==> config.mk <==
export PLATFORM = sky130hd
export DESIGN_NAME = particle_renderer
export DESIGN_NICKNAME = d
export VERILOG_FILES = /design/src/rtl/render_pkg.sv /design/src/rtl/particle_renderer.sv
export SDC_FILE = /design/constraint.sdc
export NUM_CORES = 1
export LEC_CHECK = 0
export ABC_CLOCK_PERIOD_IN_PS = 3200
export BUFFER_PORTS_ARGS = -buffer_cell sky130_fd_sc_hd__buf_2
export CORE_UTILIZATION = 57
export CTS_CLUSTER_DIAMETER = 200
export DETAILED_ROUTE_END_ITERATION = 10
export GPL_ROUTABILITY_DRIVEN = 0
export PLACE_DENSITY = 0.82
export REMOVE_ABC_BUFFERS = 1
export SLEW_MARGIN = 10
export SYNTH_ARGS = -nofsm -noshare
export SYNTH_HDL_FRONTEND = slang
export SYNTH_SLANG_ARGS = --single-unit
==> constraint.sdc <==
create_clock -name clk_in -period 3.2 [get_ports clk_in]
set_input_delay 0.16 -clock clk_in [delete_from_list [all_inputs] [get_ports clk_in]]
set_output_delay 0.16 -clock clk_in [all_outputs]
set_load 0.01 [all_outputs]
==> src/rtl/render_pkg.sv <==
// rtl/render_pkg.sv - shared FSM state type and screen/colour constants for particle_renderer
package render_pkg;

    typedef enum logic [2:0] {
        IDLE,
        CLEAR,
        FETCH,
        WAIT,
        DRAW,
        DONE
    } render_state_t;

    localparam int SCREEN_W = 64;
    localparam int SCREEN_H = 64;
    localparam int COLOR_W  = 3;
    localparam logic [COLOR_W-1:0] COLOR_OFF = 3'b000;

endpackage

==> src/rtl/particle_renderer.sv <==
// rtl/particle_renderer.sv - 64x64 frame clear plus per-particle pixel plotter feeding the HUB75 write port
// Optional 2x2 blob drawing with edge clipping when RENDER_BLOB_EN is defined.
module particle_renderer
    import render_pkg::*;
#(
    parameter int                 N_PARTICLES = 16,
    parameter logic [COLOR_W-1:0] CLEAR_COLOR = 3'b000,
    localparam int                AW          = (N_PARTICLES > 1) ? $clog2(N_PARTICLES) : 1
) (
    input  logic               clk_in,
    input  logic               reset,
    input  logic               frame_start,
    output logic               busy,
    output logic               done,
    output logic               p_rd_en,
    output logic [AW-1:0]      p_addr,
    input  logic [5:0]         p_x,
    input  logic [5:0]         p_y,
    input  logic [COLOR_W-1:0] p_color,
    output logic               write_en,
    output logic [5:0]         write_x,
    output logic [5:0]         write_y,
    output logic [COLOR_W-1:0] write_color
);

    localparam logic [11:0]   CNT_LAST = 12'(SCREEN_W * SCREEN_H - 1);
    localparam logic [AW-1:0] IDX_LAST = AW'(N_PARTICLES - 1);
`ifdef RENDER_BLOB_EN
    localparam logic [1:0]    SUB_LAST = 2'd3;
`else
    localparam logic [1:0]    SUB_LAST = 2'd0;
`endif

    render_state_t      r_state, w_state_n;
    logic [11:0]        r_cnt, w_cnt_n;
    logic [AW-1:0]      r_idx, w_idx_n;
    logic [1:0]         r_sub, w_sub_n;
    logic [5:0]         r_px, r_py;
    logic [COLOR_W-1:0] r_pc;

    logic               r_busy, r_done, r_p_rd_en, r_write_en;
    logic [AW-1:0]      r_p_addr;
    logic [5:0]         r_write_x, r_write_y;
    logic [COLOR_W-1:0] r_write_color;

    logic               w_busy, w_done, w_p_rd_en, w_write_en;
    logic [AW-1:0]      w_p_addr;
    logic [5:0]         w_write_x, w_write_y;
    logic [COLOR_W-1:0] w_write_color;
    logic [5:0]         w_base_x, w_base_y;
    logic [COLOR_W-1:0] w_base_c;
    logic [6:0]         w_sum_x, w_sum_y;

    always_ff @(posedge clk_in) begin
        if (reset) begin
            r_state       <= IDLE;
            r_cnt         <= '0;
            r_idx         <= '0;
            r_sub         <= '0;
            r_px          <= '0;
            r_py          <= '0;
            r_pc          <= '0;
            r_busy        <= 1'b0;
            r_done        <= 1'b0;
            r_p_rd_en     <= 1'b0;
            r_p_addr      <= '0;
            r_write_en    <= 1'b0;
            r_write_x     <= '0;
            r_write_y     <= '0;
            r_write_color <= '0;
        end else begin
            r_state       <= w_state_n;
            r_cnt         <= w_cnt_n;
            r_idx         <= w_idx_n;
            r_sub         <= w_sub_n;
            if (r_state == WAIT) begin
                r_px <= p_x;
                r_py <= p_y;
                r_pc <= p_color;
            end
            r_busy        <= w_busy;
            r_done        <= w_done;
            r_p_rd_en     <= w_p_rd_en;
            r_p_addr      <= w_p_addr;
            r_write_en    <= w_write_en;
            r_write_x     <= w_write_x;
            r_write_y     <= w_write_y;
            r_write_color <= w_write_color;
        end
    end

    always_comb begin
        w_state_n = r_state;
        w_cnt_n   = r_cnt;
        w_idx_n   = r_idx;
        w_sub_n   = r_sub;
        case (r_state)
            IDLE: begin
                if (frame_start) begin
                    w_state_n = CLEAR;
                    w_cnt_n   = '0;
                    w_idx_n   = '0;
                end
            end
            CLEAR: begin
                if (r_cnt == CNT_LAST) w_state_n = FETCH;
                else                   w_cnt_n   = r_cnt + 12'd1;
            end
            FETCH: w_state_n = WAIT;
            WAIT: begin
                w_state_n = DRAW;
                w_sub_n   = '0;
            end
            DRAW: begin
                if (r_sub != SUB_LAST) begin
                    w_sub_n = r_sub + 2'd1;
                end else if (r_idx == IDX_LAST) begin
                    w_state_n = DONE;
                end else begin
                    w_idx_n   = r_idx + AW'(1);
                    w_state_n = FETCH;
                end
            end
            DONE:    w_state_n = IDLE;
            default: w_state_n = IDLE;
        endcase
    end

    // Outputs are decoded from the next state so they register in step with it;
    // the first DRAW cycle takes the particle straight from the RAM data bus.
    always_comb begin
        w_base_x      = (r_state == WAIT) ? p_x     : r_px;
        w_base_y      = (r_state == WAIT) ? p_y     : r_py;
        w_base_c      = (r_state == WAIT) ? p_color : r_pc;
        w_sum_x       = {1'b0, w_base_x} + {6'd0, w_sub_n[0]};
        w_sum_y       = {1'b0, w_base_y} + {6'd0, w_sub_n[1]};
        w_busy        = (w_state_n != IDLE);
        w_done        = 1'b0;
        w_p_rd_en     = 1'b0;
        w_p_addr      = '0;
        w_write_en    = 1'b0;
        w_write_x     = '0;
        w_write_y     = '0;
        w_write_color = '0;
        case (w_state_n)
            CLEAR: begin
                w_write_en    = 1'b1;
                w_write_x     = w_cnt_n[5:0];
                w_write_y     = w_cnt_n[11:6];
                w_write_color = CLEAR_COLOR;
            end
            FETCH: begin
                w_p_rd_en = 1'b1;
                w_p_addr  = w_idx_n;
            end
            DRAW: begin
                w_write_en    = (w_base_c != COLOR_OFF) &&
                                (w_sum_x < 7'(SCREEN_W)) && (w_sum_y < 7'(SCREEN_H));
                w_write_x     = w_sum_x[5:0];
                w_write_y     = w_sum_y[5:0];
                w_write_color = w_base_c;
            end
            DONE:    w_done = 1'b1;
            default: ;
        endcase
    end

    assign busy        = r_busy;
    assign done        = r_done;
    assign p_rd_en     = r_p_rd_en;
    assign p_addr      = r_p_addr;
    assign write_en    = r_write_en;
    assign write_x     = r_write_x;
    assign write_y     = r_write_y;
    assign write_color = r_write_color;

endmodule

==> impl_metrics.toml <==
[cts]
root_buffer = "clkbuf_8"
cts_max_level = 3
path_clk_slew_ns = 0.07
clk_path_buf_depth = 2
ctsResizeCount = 0
clkLatencyLatePin_ns = 0.34
cts_tree = "done"
cts_hold_buf = 0
cts_setup_buffers = 0
cts_buffers = 9
cts.sinks = 59

[timing]
fin_crit_sh_pct = 81.5
setup_viol = 0
fin_tns_setup_ns = 0
min_period_ns = 2.61
fmax_ghz = 0.383
worst_pin_slew_ns = 0.830
rsz0062_at_grt = "no"
clock_skew_ns = 0.00744
final_max_slew_viol_count = 0
slew_headroom_pct = 44.7
finalHoldViolations = 0

[floorplanning]
dieArea_sq_um = 5250
core_area_sq_um = 4750
row_count = 25
start_util_pct = 59.5
io_pins = 41
fp.dieH_um = 72.5
die_w_um = 72.5

[cells_and_area]
area_growth_pct = 15.0
fin_area_sq_um = 3250
final_cell_mix = "dfxtp_1, buf_2, nand2_1"
final_common_cell = "dfxtp_1"
drive_above_1_share_pct = 17.9
fin_nets = 390
n_fill_cell = 403
n_antenna_cell = 0

[grt]
antenna_found_initial = 0
grt_start_max_net_pins = 46
overflow = 0
grt_first_pass_wirelength_um = 11300
grt_pass1_vias = 2442
grt_usage_pct = 28.4

[critical_path]
cp-end-kind = "flop"
crit_type = "reg2reg"
start_kind = "flop"
arrival_ns = 2.85
crit_fanout = 8
required_ns = 3.44

[detailed_routing]
vias = 2615
drcViolationCount = 0
antenna_left = 0
first_pass_iters = 5
wl_per_cell_um = 15.7
drt_iter0_markers = 339
routed_wl_um = 6850
avgViaCountPerCell = 6.00

[power_and_ir_drop]
cellLeakagePower_nw = 1.28
power_density_nw_per_um2 = 461
clkPwrFrac_pct = 45.0
finalPower_w = 0.00150
seqPwrFrac_pct = 49.8
combPwrFrac_pct = 5.2
p_int_w = 0.00114
power.switching_w = 0.000356
vdd_ir_drop_max_mv = 0.504
swShare_pct = 23.7

[synthesis]
synthFlopType = "dfxtp_1"
yosys.cell_types.count = 54
synthArstFlopShare_pct = 0
synth-seq-cells = 59
synth_edf_count = 0
synth_warnings = 0
syn_avg_cell_area_sq_um = 8.66
synthesis.area_sq_um = 2830
yosysSeqAreaShare_pct = 41.7
syn-instance-count = 327

[placed_design]
portBuffers = 40
hpwl_um = 4620
placed_area_sq_um = 3060

[hold_path]
hp-class = "in2reg"

[run_status]
status = "completed"

[run]
drv_cap = 0
sequential cells by signal, indices dropped and copies added (netlist names), 4 cells and up:
| register | flops |
|---|---|
| write_y | 6 |
| write_x | 6 |
| r_px | 6 |
| p_addr | 4 |
| r_cnt | 12 |
| r_py | 6 |
| r_idx | 4 |
worst paths after layout:
path,to,cells past startpoint,slack (ns),startpoint
hold reg to reg,r_px[0],2,0.48,r_px[0]
hold / removal,r_px[4],3,0.09,p_x[4]
setup / recovery,write_en,11,0.59,r_state[2]
setup reg to reg,write_en,11,0.59,r_state[2]
area by class of cell:
type                            count  area [sq um]  share of cell area (%)
Clock buffer                       11           141                    4.34
Clock inverter                      5          52.6                    1.61
Inverter                            5          18.8                   0.577
Multi-Input combinational cell    245          1550                    47.5
Sequential cell                    59          1180                    36.3
Tap cell                           67          83.8                    2.58
Timing Repair Buffer               44           230                    7.07
kinds of logic (layout without fill, tap and decap cells):
| family | after synthesis | count (layout) | share of synthesized area (%) |
|---|---|---|---|
| AO/OA/AOI/OAI | 80 | 80 | 19.6 |
| AND/OR/NAND/NOR | 132 | 132 | 23.4 |
| flip-flops | 59 | 59 | 41.7 |
| multiplexers | 7 | 7 | 2.48 |
| XOR/XNOR | 18 | 18 | 5.57 |
| adder cells (fa/ha/maj) | 8 | 8 | 3.54 |
| buffers and inverters | 23 | 65 | 3.63 |
cells in the mapped netlist (all sizes together), types with 2 or more instances:
master   instances  share of area [%]
a211oi           3               0.80
a21oi           23                4.1
a22o             4                1.2
a22oi            2               0.53
a31o             2               0.62
a31oi            6                1.3
a41oi            4                1.2
and2             8                1.8
and3             3               0.66
and4             2               0.62
buf              7                1.5
clkbuf          11                1.5
dfxtp           59                 42
ha               8                3.5
inv              5               0.66
mux2i            7                2.5
nand2           35                4.6
nand3           14                2.5
nand3b           2               0.53
nand4           11                2.4
nand4b           2               0.62
nor2            29                3.9
nor2b            5                1.1
nor3            12                2.1
o21ai           11                1.9
o22ai            3               0.66
o2bb2ai          3               0.93
o31ai            2               0.71
o32a             2               0.71
o32ai            5                1.5
or2              2               0.44
or3              2               0.44
xnor2           11                3.4
xor2             7                2.2
metrics by stage:
| step | hold WS (ns) | utilization [%] | std cells | setup slack, ns |
|---|---|---|---|---|
| 2_1_floorplan | 0.229 | - | 309 | 0.584 |
| 3_3_place_gp | 0.437 | 64.4 | 420 | 0.797 |
| 3_5_place_dp | 0.442 | 64.4 | 420 | 0.658 |
| 4_1_cts | 0.0756 | 68.4 | 436 | 0.616 |
| 5_1_grt | 0.0822 | 68.4 | 436 | 0.341 |
| 6_report | 0.0883 | 68.4 | 436 | 0.591 |
routing by layer:
| metal | vias to the layer above | GRT usage (%) | routed length [um] |
|---|---|---|---|
| li1 | 1267 | - | - |
| met5 | - | 0 | 0 |
| met4 | 0 | 12.6 | 144 |
| met3 | 15 | 7.92 | 468 |
| met1 | 1220 | 34.8 | 2960 |
| met2 | 113 | 46.4 | 3270 |
power groups by stage:
stage | sequential (W) | clock [W] | combinational (W)
after floorplan | 0.000763 | 0 | 0.0000352
after global placement | 0.000763 | 0 | 0.0000753
after detailed placement | 0.000763 | 0 | 0.0000755
after CTS | 0.000747 | 0.000683 | 0.0000763
after global routing | 0.000747 | 0.000712 | 0.0000858
final | 0.000747 | 0.000675 | 0.0000773
worst max-delay path, stage by stage (launching register included):
cell and delay [ns]:
dfxtp_1 0.43, and2b_1 0.22, and2_1 0.21, nor2_1 0.16
a22o_1 0.17, ha_1 0.24, ha_1 0.28, and3_1 0.22
nand3_1 0.08, o311ai_0 0.09, o21ai_0 0.16, a31o_1 0.25
No activity file was read; power rests on OpenSTA's default activity.
